`config.mk`:
```
export PLATFORM = sky130hd
export DESIGN_NAME = icache_responder
export DESIGN_NICKNAME = d
export VERILOG_FILES = /design/src/rtl/icache_responder.sv
export SDC_FILE = /design/constraint.sdc
export NUM_CORES = 2
export LEC_CHECK = 0
export CORE_ASPECT_RATIO = 1.2
export CORE_MARGIN = 1
export CORE_UTILIZATION = 41
export CTS_CLUSTER_SIZE = 40
export DETAILED_ROUTE_END_ITERATION = 8
export REMOVE_ABC_BUFFERS = 1
export SYNTH_ARGS = -nofsm -noshare
export SYNTH_HDL_FRONTEND = slang
export SYNTH_SLANG_ARGS = --single-unit
```
`constraint.sdc`:
```
create_clock -name clk -period 10.2 [get_ports clk]
set_clock_uncertainty 0.15 [all_clocks]
set_input_delay 1.53 -clock clk [delete_from_list [all_inputs] [get_ports clk]]
set_output_delay 1.53 -clock clk [all_outputs]
set_load 0.05 [all_outputs]
```
`src/rtl/icache_responder.sv`:
```
// Direct-mapped, read-only instruction cache with one 8-byte word per line.
// Serves one IFU fetch at a time and refills misses from memory.
module icache_responder #(
  parameter int LINES = 16,
  parameter int TAG_W = 25
) (
  input  logic        clk,
  input  logic        rst,
  input  logic        icache_rd_req,
  input  logic [63:0] icache_rd_addr,
  input  logic [3:0]  icache_rd_wstrb,
  input  logic        fence_i,
  output logic [63:0] icache_ret_data,
  output logic        icache_ret_valid,
  output logic        if_stall,
  output logic        mem_rd_req,
  output logic [63:0] mem_rd_addr,
  input  logic        mem_rd_valid,
  input  logic [63:0] mem_rd_data,
  output logic [31:0] hit_cnt,
  output logic [31:0] miss_cnt
);

  localparam int IDX_W = $clog2(LINES);

  typedef enum logic [1:0] {IDLE, LOOKUP, MISS, REFILL} state_t;

  state_t             state;
  state_t             state_nxt;
  logic [63:3]        addr_q;
  logic [IDX_W-1:0]   idx;
  logic [TAG_W-1:0]   tag;
  logic [LINES-1:0]   valid_q;
  logic [TAG_W-1:0]   tag_arr  [LINES];
  logic [63:0]        data_arr [LINES];
  logic [63:0]        refill_word;
  logic [63:0]        last_word;
  logic               fence_seen;
  logic               hit;
  logic               refill_now;
  logic               unused_bits;

  assign unused_bits = ^{icache_rd_wstrb, icache_rd_addr[2:0]};

  assign idx         = addr_q[IDX_W+2:3];
  assign tag         = addr_q[TAG_W+IDX_W+2:IDX_W+3];
  assign hit         = valid_q[idx] && (tag_arr[idx] == tag);
  assign refill_now  = (state == MISS) && mem_rd_valid;
  assign mem_rd_addr = {addr_q, 3'b000};
  assign if_stall    = ((state != IDLE) || icache_rd_req) && !icache_ret_valid;

  always_ff @(posedge clk or negedge rst) begin
    if (!rst) begin
      state <= IDLE;
    end else begin
      state <= state_nxt;
    end
  end

  always_comb begin
    state_nxt        = state;
    icache_ret_valid = 1'b0;
    mem_rd_req       = 1'b0;
    icache_ret_data  = last_word;
    unique case (state)
      IDLE: begin
        if (icache_rd_req) state_nxt = LOOKUP;
      end
      LOOKUP: begin
        if (hit) begin
          icache_ret_valid = 1'b1;
          icache_ret_data  = data_arr[idx];
          state_nxt        = IDLE;
        end else begin
          state_nxt = MISS;
        end
      end
      MISS: begin
        mem_rd_req = 1'b1;
        if (mem_rd_valid) state_nxt = REFILL;
      end
      REFILL: begin
        icache_ret_valid = 1'b1;
        icache_ret_data  = refill_word;
        state_nxt        = IDLE;
      end
      default: state_nxt = IDLE;
    endcase
  end

  always_ff @(posedge clk or negedge rst) begin
    if (!rst) begin
      addr_q      <= '0;
      refill_word <= '0;
      last_word   <= '0;
    end else begin
      if (state == IDLE && icache_rd_req) addr_q <= icache_rd_addr[63:3];
      if (refill_now) refill_word <= mem_rd_data;
      if (icache_ret_valid) last_word <= icache_ret_data;
    end
  end

  // A fence seen while the refill is outstanding makes the incoming word stale for the array.
  always_ff @(posedge clk or negedge rst) begin
    if (!rst) begin
      fence_seen <= 1'b0;
    end else if (state == IDLE) begin
      fence_seen <= 1'b0;
    end else if (fence_i && state == MISS) begin
      fence_seen <= 1'b1;
    end
  end

  always_ff @(posedge clk or negedge rst) begin
    if (!rst) begin
      valid_q <= '0;
    end else if (fence_i) begin
      valid_q <= '0;
    end else if (refill_now && !fence_seen) begin
      valid_q[idx] <= 1'b1;
    end
  end

  always_ff @(posedge clk) begin
    if (refill_now) begin
      tag_arr[idx]  <= tag;
      data_arr[idx] <= mem_rd_data;
    end
  end

  always_ff @(posedge clk or negedge rst) begin
    if (!rst) begin
      hit_cnt  <= '0;
      miss_cnt <= '0;
    end else if (state == LOOKUP) begin
      if (hit) begin
        if (hit_cnt != 32'hFFFF_FFFF) hit_cnt <= hit_cnt + 32'd1;
      end else begin
        if (miss_cnt != 32'hFFFF_FFFF) miss_cnt <= miss_cnt + 32'd1;
      end
    end
  end

endmodule

```
==> flow_summary_export.csv <==
group,metric,value,unit
synth,yosys.area.top_type,"edfxtp_1",
clock_network,cts_setup_buffers,0,
place,io_buffers,321,
die,num_io_pins,332,
hold_path,hp-class,"flip-flop to flip-flop",
route,via_per_inst,5.72,
timing,rsz0062_at_grt,"no",
grt,antenna_found_initial,15,
timing,relSlewSlack,17.9,%
timing,finalHoldViolations,0,
synth,synth_edf_count,1424,
setup_path,r2r_slack,4.70,ns
clock_network,post_cts_resized,0,
synth,netlist_instances,3303,
power,power.leakage,25.8,nW
route,post_drt_wl_per_cell,27.7,um
clock_network,cts_num_sinks,1696,
synth,seq_area_frac_synth,73.6,%
grt,grt_overflow,0,
synth,synth_seq_cells,1696,
synth,synthesis.area,67400,um2
timing,setup_slack,1.84,ns
die,coreArea,163000,um2
hold_path,hold_end,"miss_cnt[29]$_DFFE_PN0P_",
synth,synth_top_flop_cell,"edfxtp_1",
die,rows,162,
setup_path,crit_type,"flip-flop to output pin",
timing,period_minus_slack,8.36,ns
route,vias,34100,
die,die_h,446,um
clock_network,clock_latency,0.80,ns
route,final_antenna_net_count,0,
place,place_inst,5652,
timing,setup_viol_count_final,0,
hold_path,min_from,"miss_cnt[29]$_DFFE_PN0P_",
grt,grt_pass1_vias,35600,
place,pre_cts_ws,2.54,ns
synth,synth_top_area_share,63.5,%
setup_path,start_kind,"flip-flop",
synth,synth_cell_type_count,67,
clock_network,htreeDepth,4,
status,status,"completed",
synth,async_flop_share,16.0,%
synth,synth_commonest_cells,"edfxtp_1, mux4_2, dfrtp_1",
setup_path,crit-reg2reg-launch,"addr_q[3]$_DFFE_PN0P_",
finish,layout-drive-gt1-share,26.9,%
place,gp_congestion,0.769,
setup_path,r2r_end,"miss_cnt[1]$_DFFE_PN0P_",
power,vdd_drop_max,0.244,mV
timing,fin_hold_ws,0.331,ns
die,die_w,372,um
setup_path,arrival,6.68,ns
die,initial_core_util,41.4,%
timing,maxSlewViolCount,0,
finish,stdcell_count,5969,
finish,syn2layout_area_growth,16.6,%
clock_network,cts_root_buf,"clkbuf_16",
route,drc_errors,0,
hold_path,holdPathStages,1,
synth,synth_most_common_cell,"edfxtp_1",
die,design.die.area,166000,um2
run,cap_violations,0,
finish,nets,3833,
grt,grt_usage,20.1,%
synth,syn_area_per_cell,20.4,um2
clock_network,cts.clk_slew.worst_paths,0.06,ns
clock_network,cts_made_buffers,172,
route,drtPass1Iterations,5,
clock_network,cts_hold_buf,0,
power,powerDensity,288,nW/um2
route,routed_wirelength,165000,um
timing,clock.fmax,120,MHz
place,hpwl,86400,um
clock_network,clockBufferDepth,3,
grt,grt_max_degree,141,
setup_path,critPathCaptureType,"output pin",
synth,yosys-top-cells-area,"edfxtp_1, mux4_2, dfrtp_1",
setup_path,r2r_cells,11,
timing,setup-tns-final,0,ns
route,first_iter_violations,3163,
timing,tightest_slew,1.23,ns
synth,yosys_warnings,0,
grt,grt_pass1_wl,243000,um
setup_path,crit_fanout,52,
setup_path,required,8.52,ns
clock_network,tritoncts,"built",
timing,timing.final.crit_share,81.9,%
-- area by class of cell --
| class | count | area, um2 |
|---|---|---|
| antenna | 1 | 2.50 |
| tap | 2132 | 2670 |
| inverter | 14 | 53.8 |
| clock buffer | 221 | 4610 |
| fill | 13300 | 84200 |
| multi-input combinational | 1408 | 16800 |
| sequential | 1696 | 49600 |
| clock inverter | 95 | 902 |
| timing repair buffer | 402 | 3930 |
-- layout by cell type, fill, tap and decap left out, drive strengths merged, types with 11 or more instances in the layout --
| cell type | synthesis | layout |
|---|---|---|
| nand3 | 246 | 246 |
| o22ai | 14 | 14 |
| mux4 | 411 | 411 |
| nand4 | 20 | 20 |
| clkbuf | 79 | 221 |
| mux2 | 144 | 144 |
| dfrtp | 272 | 272 |
| nor3 | 23 | 23 |
| xor2 | 37 | 37 |
| clkinv | 0 | 65 |
| nor2 | 58 | 58 |
| edfxtp | 1424 | 1424 |
| xnor2 | 52 | 52 |
| mux2i | 54 | 54 |
| or3b | 64 | 64 |
| and3 | 31 | 31 |
| buf | 108 | 82 |
| bufinv | 0 | 16 |
| clkdlybuf4s50 | 0 | 320 |
| inv | 14 | 23 |
| a21oi | 25 | 25 |
| a22oi | 71 | 71 |
| o21ai | 11 | 11 |
| nand2 | 48 | 48 |
-- power breakdown --
part           internal, W  switching [W]  total [W]  leakage [nW]
sequential         0.00839       0.000521    0.00891          16.1
combinational      0.00315        0.00431    0.00746          7.03
clock              0.00360        0.00262    0.00622          2.69
-- registers in the layout, summed over array words and instances, names as in the netlist, named ones only --
name         cells
data_arr      1024
state            1
hit_cnt         32
miss_cnt        32
fence_seen       1
last_word       64
addr_q          61
tag_arr        400
refill_word     64
valid_q         16
-- worst max-delay path: stages (launching register included) --
cell and delay, ns:
dfrtp_4 0.85, buf_4 0.81, nand2_1 0.52, o22ai_1 0.32, a221oi_1 0.10, xnor2_1 0.28, nand4_1 0.12, a2111o_1 0.46
nor4_4 0.33, buf_4 0.72, nand3_2 0.14, nand3_1 0.23, clkdlybuf4s50_1 0.84
-- cells by family (layout without fill, tap and decap cells) --
group,count (synthesis),count (layout),synth area share [%]
flops,1696,1696,73.6
other cells,1,4,0.00557
simple gates,544,544,4.91
compound gates,161,161,1.69
mux,609,609,17.0
buf+inv,201,732,1.69
xor+xnor,89,89,1.16
fa+ha+maj,2,2,0.0371
-- how the worst max path moves through the flow --
stage                                     start                  endpoint  slack (ns)  depth (start not counted)
final                     addr_q[3]$_DFFE_PN0P_       icache_ret_data[58]        1.84                         12
after global routing      addr_q[3]$_DFFE_PN0P_       icache_ret_data[43]        1.42                         12
after CTS                 addr_q[3]$_DFFE_PN0P_        icache_ret_data[0]        1.65                         12
after detailed placement  addr_q[3]$_DFFE_PN0P_       icache_ret_data[43]        2.54                         12
after global placement    addr_q[3]$_DFFE_PN0P_       icache_ret_data[30]        2.55                         12
after floorplan           addr_q[3]$_DFFE_PN0P_  data_arr[0][0]$_DFFE_PP_      -20.04                          1
-- per-stage QoR --
stage / area [um2] / total power [W] / utilization (%)
floorplan: 66300 / 0.0157 / -
global placement: 73000 / 0.0166 / 44.9
detailed placement: 73000 / 0.0166 / 44.9
CTS: 78600 / 0.0229 / 48.3
global route: 78600 / 0.0236 / 48.3
finish: 78600 / 0.0226 / 48.3
-- per-layer routing --
metal / routed length (um) / global-route usage, % / vias up
li1: - / - / 14400
met4: 3050 / 4.77 / 14
met3: 10900 / 3.98 / 197
met1: 69500 / 27.5 / 18500
met5: 82 / 0 / -
met2: 81500 / 33.1 / 1063
(Power assumes the default switching activity.)
